<file path="src/rtl/backdoor_spi_frame_ctrl.sv">
// Backdoor SPI slave frame sequencer: SCK/CS_N edge detect, {RW,ADDR,DATA} framing,
// valid/ready bus command issue and mode-0 MISO read serializer. Optional: BACKDOOR_SPI_ABORT_CNT_EN.
module backdoor_spi_frame_ctrl #(
  parameter int ADDR_WIDTH = 8,
  parameter int DATA_WIDTH = 32
) (
  input  logic                  i_CLK,
  input  logic                  i_RST,
  output logic                  o_SYNC_EN,
  input  logic [1:0]            i_SCK_Q,
  input  logic [1:0]            i_CSN_Q,
  input  logic                  i_MOSI,
  output logic                  o_MISO,
  output logic                  o_CMD_VALID,
  input  logic                  i_CMD_READY,
  output logic                  o_CMD_WE,
  output logic [ADDR_WIDTH-1:0] o_CMD_ADDR,
  output logic [DATA_WIDTH-1:0] o_CMD_WDATA,
  input  logic [DATA_WIDTH-1:0] i_RDATA,
  output logic                  o_ERR
`ifdef BACKDOOR_SPI_ABORT_CNT_EN
  ,
  output logic [7:0]            o_ABORT_CNT
`endif
);

  localparam int CNT_W = $clog2(1 + ADDR_WIDTH + DATA_WIDTH + 1);
  localparam logic [CNT_W-1:0] CNT_INC  = CNT_W'(1);
  localparam logic [CNT_W-1:0] HDR_LAST = CNT_W'(ADDR_WIDTH);
  localparam logic [CNT_W-1:0] WR_LAST  = CNT_W'(ADDR_WIDTH + DATA_WIDTH);
  localparam logic [CNT_W-1:0] RD_LAST  = CNT_W'(DATA_WIDTH - 1);

  typedef enum logic [2:0] {
    IDLE  = 3'd0,
    HDR   = 3'd1,
    RDREQ = 3'd2,
    RDOUT = 3'd3,
    WDATA = 3'd4,
    WRACK = 3'd5
  } state_t;

  state_t                  state_r, state_s;
  logic [CNT_W-1:0]        bit_cnt_r, bit_cnt_s;
  logic [ADDR_WIDTH-1:0]   hdr_sr_r, hdr_sr_s;
  logic [DATA_WIDTH-2:0]   dat_sr_r, dat_sr_s;
  logic [DATA_WIDTH-1:0]   tx_sr_r, tx_sr_s;
  logic                    miso_r, miso_s;
  logic                    valid_r, valid_s;
  logic                    we_r, we_s;
  logic [ADDR_WIDTH-1:0]   addr_r, addr_s;
  logic [DATA_WIDTH-1:0]   wdata_r, wdata_s;
  logic                    err_r, err_s;
  logic                    sync_en_r;

  logic sck_rise_s, sck_fall_s, csn_fall_s, abort_s;

  assign sck_rise_s = (i_SCK_Q == 2'b01);
  assign sck_fall_s = (i_SCK_Q == 2'b10);
  assign csn_fall_s = (i_CSN_Q == 2'b10);
  // WRACK is deliberately excluded: a fully shifted write must reach the bus.
  assign abort_s    = i_CSN_Q[0] && (state_r inside {HDR, RDREQ, RDOUT, WDATA});

  // Next-state and next-output computation for the frame FSM
  always_comb begin
    state_s   = state_r;
    bit_cnt_s = bit_cnt_r;
    hdr_sr_s  = hdr_sr_r;
    dat_sr_s  = dat_sr_r;
    tx_sr_s   = tx_sr_r;
    miso_s    = miso_r;
    valid_s   = valid_r;
    we_s      = we_r;
    addr_s    = addr_r;
    wdata_s   = wdata_r;
    err_s     = err_r;
    if (abort_s) begin
      valid_s = 1'b0;
      err_s   = 1'b1;
      miso_s  = 1'b0;
      state_s = IDLE;
    end else begin
      case (state_r)
        IDLE: begin
          miso_s = 1'b0;
          if (csn_fall_s) begin
            bit_cnt_s = '0;
            err_s     = 1'b0;
            state_s   = HDR;
          end else begin
            state_s = IDLE;
          end
        end
        HDR: begin
          if (sck_rise_s) begin
            hdr_sr_s  = {hdr_sr_r[ADDR_WIDTH-2:0], i_MOSI};
            bit_cnt_s = bit_cnt_r + CNT_INC;
            if (bit_cnt_r == HDR_LAST) begin
              // hdr_sr_r still holds RW in its MSB on the final header bit
              addr_s = {hdr_sr_r[ADDR_WIDTH-2:0], i_MOSI};
              if (hdr_sr_r[ADDR_WIDTH-1]) begin
                state_s = WDATA;
              end else begin
                valid_s = 1'b1;
                we_s    = 1'b0;
                state_s = RDREQ;
              end
            end else begin
              state_s = HDR;
            end
          end else begin
            state_s = HDR;
          end
        end
        RDREQ: begin
          if (i_CMD_READY) begin
            valid_s   = 1'b0;
            bit_cnt_s = '0;
            state_s   = RDOUT;
            if (sck_fall_s) begin
              miso_s  = i_RDATA[DATA_WIDTH-1];
              tx_sr_s = {i_RDATA[DATA_WIDTH-2:0], 1'b0};
            end else begin
              tx_sr_s = i_RDATA;
            end
          end else if (sck_fall_s) begin
            valid_s   = 1'b0;
            err_s     = 1'b1;
            miso_s    = 1'b0;
            tx_sr_s   = '0;
            bit_cnt_s = '0;
            state_s   = RDOUT;
          end else begin
            state_s = RDREQ;
          end
        end
        RDOUT: begin
          if (sck_fall_s) begin
            miso_s  = tx_sr_r[DATA_WIDTH-1];
            tx_sr_s = {tx_sr_r[DATA_WIDTH-2:0], 1'b0};
          end else if (sck_rise_s) begin
            bit_cnt_s = bit_cnt_r + CNT_INC;
            if (bit_cnt_r == RD_LAST) begin
              miso_s  = 1'b0;
              state_s = IDLE;
            end else begin
              state_s = RDOUT;
            end
          end else begin
            state_s = RDOUT;
          end
        end
        WDATA: begin
          if (sck_rise_s) begin
            bit_cnt_s = bit_cnt_r + CNT_INC;
            dat_sr_s  = {dat_sr_r[DATA_WIDTH-3:0], i_MOSI};
            if (bit_cnt_r == WR_LAST) begin
              wdata_s = {dat_sr_r, i_MOSI};
              we_s    = 1'b1;
              valid_s = 1'b1;
              state_s = WRACK;
            end else begin
              state_s = WDATA;
            end
          end else begin
            state_s = WDATA;
          end
        end
        WRACK: begin
          if (i_CMD_READY) begin
            valid_s = 1'b0;
            state_s = IDLE;
          end else begin
            state_s = WRACK;
          end
        end
        default: begin
          valid_s = 1'b0;
          miso_s  = 1'b0;
          state_s = IDLE;
        end
      endcase
    end
  end

  // State, datapath and registered output update
  always_ff @(posedge i_CLK or posedge i_RST) begin
    if (i_RST) begin
      state_r   <= IDLE;
      bit_cnt_r <= '0;
      hdr_sr_r  <= '0;
      dat_sr_r  <= '0;
      tx_sr_r   <= '0;
      miso_r    <= 1'b0;
      valid_r   <= 1'b0;
      we_r      <= 1'b0;
      addr_r    <= '0;
      wdata_r   <= '0;
      err_r     <= 1'b0;
    end else begin
      state_r   <= state_s;
      bit_cnt_r <= bit_cnt_s;
      hdr_sr_r  <= hdr_sr_s;
      dat_sr_r  <= dat_sr_s;
      tx_sr_r   <= tx_sr_s;
      miso_r    <= miso_s;
      valid_r   <= valid_s;
      we_r      <= we_s;
      addr_r    <= addr_s;
      wdata_r   <= wdata_s;
      err_r     <= err_s;
    end
  end

  // Synchronizer enable: held off only while in reset
  always_ff @(posedge i_CLK or posedge i_RST) begin
    if (i_RST) begin
      sync_en_r <= 1'b0;
    end else begin
      sync_en_r <= 1'b1;
    end
  end

`ifdef BACKDOOR_SPI_ABORT_CNT_EN
  logic [7:0] abort_cnt_r;

  // Saturating abort counter; survives frame start, cleared only by reset
  always_ff @(posedge i_CLK or posedge i_RST) begin
    if (i_RST) begin
      abort_cnt_r <= 8'h00;
    end else if (abort_s && (abort_cnt_r != 8'hFF)) begin
      abort_cnt_r <= abort_cnt_r + 8'h01;
    end else begin
      abort_cnt_r <= abort_cnt_r;
    end
  end

  assign o_ABORT_CNT = abort_cnt_r;
`else
`endif

  assign o_SYNC_EN   = sync_en_r;
  assign o_MISO      = miso_r;
  assign o_CMD_VALID = valid_r;
  assign o_CMD_WE    = we_r;
  assign o_CMD_ADDR  = addr_r;
  assign o_CMD_WDATA = wdata_r;
  assign o_ERR       = err_r;

endmodule

</file>
<file path="config.mk">
export PLATFORM = sky130hd
export DESIGN_NAME = backdoor_spi_frame_ctrl
export DESIGN_NICKNAME = d
export VERILOG_FILES = /design/src/rtl/backdoor_spi_frame_ctrl.sv
export SDC_FILE = /design/constraint.sdc
export NUM_CORES = 1
export LEC_CHECK = 0
export ABC_AREA = 1
export CORE_ASPECT_RATIO = 0.8
export CORE_MARGIN = 4
export CORE_UTILIZATION = 37
export CTS_CLUSTER_DIAMETER = 40
export DETAILED_ROUTE_END_ITERATION = 6
export GPL_ROUTABILITY_DRIVEN = 0
export PLACE_DENSITY = 0.61
export SKIP_CTS_REPAIR_TIMING = 1
export SLEW_MARGIN = 20
export SYNTH_ARGS = -nofsm -noshare
export SYNTH_HDL_FRONTEND = slang
export SYNTH_SLANG_ARGS = --single-unit
</file>
<file path="constraint.sdc">
create_clock -name i_CLK -period 4.57 [get_ports i_CLK]
set_input_delay 1.1425 -clock i_CLK [delete_from_list [all_inputs] [get_ports i_CLK]]
set_output_delay 1.1425 -clock i_CLK [all_outputs]
set_load 0.005 [all_outputs]
</file>
* Yosys cells after proc, flatten, opt, wreduce, memory -nomap -nowiden
Index checks and enable logic that the tools add are counted.
Storage, ports and cells: register bits 125, logic and storage cells 120, bits of input ports 40, output and inout port bits 45
Cells by class: muxes and demuxes 51, reduce and logical (&&, ||, !) cells 20, add/subtract/negate cells 1, bitwise gates (word level) 1, eq/ne operators 35
Operators by type and width (count):
- 32-bit two-way mux | 4
- 32-bit case mux with 2 select lines | 1
- 6-bit two-way mux | 5
- 3-bit inequality test (second input constant) | 9
- 1-bit two-way mux | 26
- 3-bit two-way mux | 8
- 6-bit case mux with 4 select lines | 1
- 4-bit AND reduction | 5
- 3-bit case mux with 6 select lines | 1
- 2-bit inequality test (second input constant) | 6
- 2-bit by 1-bit inequality test with 1-bit output (second input constant) | 4
- 4-bit inequality test (second input constant) | 2
- 8-bit AND reduction | 1
- 4-bit nonzero test | 2
- 7-bit AND reduction | 1
- 6-bit by 1-bit adder with 6-bit output (second input constant) | 1
- 3-bit by 2-bit == test with 1-bit output (second input constant) | 2
- 3-bit == test (second input constant) | 2
- 6-bit by 4-bit == test with 1-bit output (second input constant) | 1
- 6-bit by 5-bit == test with 1-bit output (second input constant) | 1
- 6-bit == test (second input constant) | 1
- 3-bit by 2-bit inequality test with 1-bit output (second input constant) | 2
- 3-bit AND reduction | 2
- 1-bit case mux with 5 select lines | 1
- 15 further kinds | 19

* Depth between registers and ports, before layout
depth in word-level cells 6, gate-level depth with buffers 12, mapped depth without buffers 11

* Worst setup path after synthesis
OpenSTA, ideal clock, no wires.
path type input -> register, from input port i_SCK_Q[0], to register tx_sr_r[0], stages on the path 7, buffers on the path 2, library setup time 0.126 ns, data required time 4.444 ns, path slack 2.217 ns, arrival 2.226 ns, cell sequence inv_1 -> ha_1 -> clkbuf_1 -> nand2_1 -> a21oi_4 -> buf_2 -> a21oi_1
On the way: longest elaborated chain between the ends 4, elaborated cells on any way between the ends 7, those cells by class 3 x eq/ne; 3 x mux; 1 x reduce/logical
RTL lines:
- start: declaration | line 10 | input logic [1:0] i_SCK_Q,
- 2-bit == test (*) | line 58 | assign sck_fall_s = (i_SCK_Q == 2'b10);
- 32-bit two-way mux | line 119 | if (sck_fall_s) begin
- 32-bit two-way mux | line 115 | if (i_CMD_READY) begin
- 32-bit case mux with 2 select lines | line 82 | case (state_r)
- end signal: assignment | line 204 | tx_sr_r <= tx_sr_s;
- end: declaration | line 46 | logic [DATA_WIDTH-1:0] tx_sr_r, tx_sr_s;
Mark *: on every way between the ends. The rest lies on a longest branch, timed or not. A chain may end at the register's enable or synchronous reset.

* Worst setup path in the final report
from input port i_CSN_Q[0], to register wdata_r[10] (netlist: o_CMD_WDATA[10])
On the way: longest elaborated chain between the ends 3
RTL lines:
- start: declaration | line 11 | input logic [1:0] i_CSN_Q,
- 1-bit logical AND | line 61 | assign abort_s = i_CSN_Q[0] && (state_r inside {HDR, RDREQ, RDOUT, WDATA});
- 1-bit NOT (no source line)
- 4-bit AND reduction (no source line)
- end signal: assignment | line 209 | wdata_r <= wdata_s;
- end: declaration | line 51 | logic [DATA_WIDTH-1:0] wdata_r, wdata_s;
No other way between the ends.

==> impl_metrics.py <==
metrics = {
    "logic_synthesis": {
        "synthTopCellsByArea": "dfrtp_1 53%, nand2_1 11%, inv_1 6.0%",
        "synthCells": 681,
        "synthFlopType": "dfrtp_1",
        "synth_enable_flop_cells": 0,
        "yosysTopAreaCell": "dfrtp_1",
        "synth-seq-area-share_pct": 53.0,
        "ys_async_sr_fraction_pct": 100,
        "netlist.area_leader.share_pct": 53.0,
        "synth_seq_cells": 125,
        "yosys_warnings": 0,
        "synth_nets": 725,
        "yosysUniqueCellTypes": 34,
        "syn_area_per_cell_um2": 8.66,
        "synth_area_um2": 5900,
    },
    "place": {
        "dpl_cell_area_um2": 6910,
        "port_buffers": 84,
        "hpwl_mm": 8.55,
        "dp_slack_ps": 1300,
    },
    "route": {
        "drt-total-wl_mm": 12.5,
        "routed_via_density": 4.67,
        "wire_per_inst_um": 12.7,
        "drtIter0Drc": 296,
        "ant_nets": 0,
        "firstDrtPassIters": 5,
        "vias": 4583,
        "drcViolationCount": 0,
    },
    "finish": {
        "antenna_cells": 0,
        "layout_common_cells": "168 x nand2_1, 125 x dfrtp_1, 94 x inv_1",
        "seq_area_um2": 3130,
        "final_area_um2": 7470,
        "nNetsFinal": 802,
        "multi_input_area_um2": 2220,
        "fill_cells": 1490,
        "fin_util_pct": 48.8,
        "syn_to_final_growth_pct": 26.5,
        "final_common_cell": "nand2_1",
        "final_layout_size_suffix_gt1_share_pct": 9.08,
    },
    "setup_path": {
        "crit_type": "primary input to flip-flop",
        "cp.arrival_ps": 3160,
        "cp.required_ps": 4890,
        "crit_path_max_fanout": 35,
        "endpoint_kind": "flip-flop",
        "startpoint_type": "primary input",
    },
    "power_and_ir_drop": {
        "peakVddDrop_mv": 0.284,
        "intPower_mw": 2.16,
        "pwr_density_cell_nw_per_um2": 401,
        "p_sw_mw": 0.840,
        "swShare_pct": 28.0,
        "p_leak_nw": 3.53,
        "p_comb_share_pct": 15.7,
        "seqPwrFrac_pct": 42.3,
        "clockPowerShare_pct": 42.0,
    },
    "grt": {
        "grt_pass1_wl_mm": 21.9,
        "grt_overflow": 0,
        "antenna_found_initial": 0,
        "grt_max_degree": 73,
        "grt_pass1_vias": 4590,
        "grt_usage_pct": 14.9,
    },
    "clocking": {
        "cts_buffer_depth": 2,
        "cts_buffers": 17,
        "clkTransAtPathRegs_ps": 60,
        "cts_htree_levels": 4,
        "clk_latency_ps": 410,
        "clock_sinks": 125,
        "ctsRootBufferMaster": "clkbuf_16",
        "cts_tree": "done",
    },
    "run": {
        "maxCapViolCount": 0,
    },
    "die": {
        "io_pins": 85,
        "die_w_um": 149,
        "rows": 40,
        "coreArea_um2": 15300,
        "die-area_um2": 18000,
        "fp.dieH_um": 121,
        "initial_core_util_pct": 38.5,
    },
    "hold_path": {
        "hp-class": "flip-flop to flip-flop",
    },
    "timing": {
        "layout_setup_ws_ps": 1730,
        "rsz0062_at_grt": "no",
        "hold_viol": 0,
        "skew_ps": 6.07,
        "max_slew_margin_pct": 31.9,
        "tns_ps": 0,
        "worst_pin_slew_ps": 1020,
        "fin_crit_ps": 2840,
        "setup-violations-final": 0,
        "max_freq_mhz": 353,
        "fin_crit_sh_pct": 62.1,
        "slew_viol_final": 0,
    },
    "status": {
        "status": "complete, no violations",
    },
}
metrics by stage:
stage	hold slack, ps	std cells	power [mW]
3_3_place_gp	462	949	1.74
3_5_place_dp	467	949	1.76
2_1_floorplan	453	681	1.61
5_1_grt	504	981	3.17
6_report	476	981	3.00
4_1_cts	480	981	3.04
state kept, by name, summed over array words and instances, names as in the netlist, 3 cells and up:
register,flops
dat_sr_r,31
tx_sr_r,32
state_r,3
bit_cnt_r,6
hdr_sr_r,8
o_CMD_ADDR,8
o_CMD_WDATA,32
logic make-up (layout without fill, tap and decap cells):
group,after synthesis,after routing,share of synthesized area [%]
compound gates,156,156,14.8
buf+inv,134,224,9.48
other cells,1,1,0.0636
mux,31,31,5.26
simple gates,227,227,16.1
flops,125,125,53.0
fa+ha+maj,4,4,0.848
xor+xnor,3,3,0.445
critical path, cell delays in order:
cell and delay, ps:
clkdlybuf4s50_1 640, nand3_2 320, nand2_2 590, buf_4 300
nand2_1 80, o21ai_0 90
layout make-up:
cell class / count / share of cell area [%]
clock buffer: 19 / 5.93
timing repair buffer: 92 / 12.2
tap: 210 / 3.52
clock inverter: 13 / 1.58
multi-input combinational: 422 / 29.8
sequential: 125 / 41.9
inverter: 100 / 5.06
power groups by stage:
stage          sequential, mW  combinational (mW)  clock, mW
2_1_floorplan            1.26               0.351          0
3_3_place_gp             1.28               0.461          0
3_5_place_dp             1.29               0.475          0
4_1_cts                  1.27               0.478       1.29
5_1_grt                  1.28               0.541       1.35
6_report                 1.27               0.471       1.26
routing by layer:
| layer | vias to the layer above | GRT usage [%] | part of all wire, % |
|---|---|---|---|
| met5 | - | 0 | 0 |
| met4 | 0 | 4.23 | 0.93 |
| met3 | 8 | 4.74 | 4.5 |
| met2 | 85 | 22.9 | 46 |
| met1 | 2126 | 20.1 | 48 |
| li1 | 2364 | - | - |
synth_stat cells (5+ instances only):
master / instances
a21oi_1: 5
inv_2: 5
buf_2: 21
nand2_1: 169
clkbuf_1: 7
o22ai_1: 30
inv_1: 95
o21ai_1: 50
o21ai_2: 8
nor2_1: 23
mux2i_1: 31
o21ai_0: 57
dfrtp_1: 125
nand3_1: 17
final timing paths:
check	start	end	slack, ps	cells after the start
worst max register to register	state_r[2]$_DFFE_PP0P_	tx_sr_r[1]$_DFFE_PP0P_	2040	7
worst min register to register	o_CMD_VALID$_DFFE_PP0P_	o_CMD_VALID$_DFFE_PP0P_	480	2
max in group asynchronous	i_RST	bit_cnt_r[4]$_DFFE_PP0P_	2560	3
worst max-delay path	i_CSN_Q[0]	o_CMD_WDATA[10]$_DFFE_PP0P_	1730	6
min in group asynchronous	i_RST	o_CMD_ADDR[2]$_DFFE_PP0P_	1180	2
worst min-delay path	o_CMD_VALID$_DFFE_PP0P_	o_CMD_VALID$_DFFE_PP0P_	480	2
Note: power is estimated with default switching activity, not from simulation.
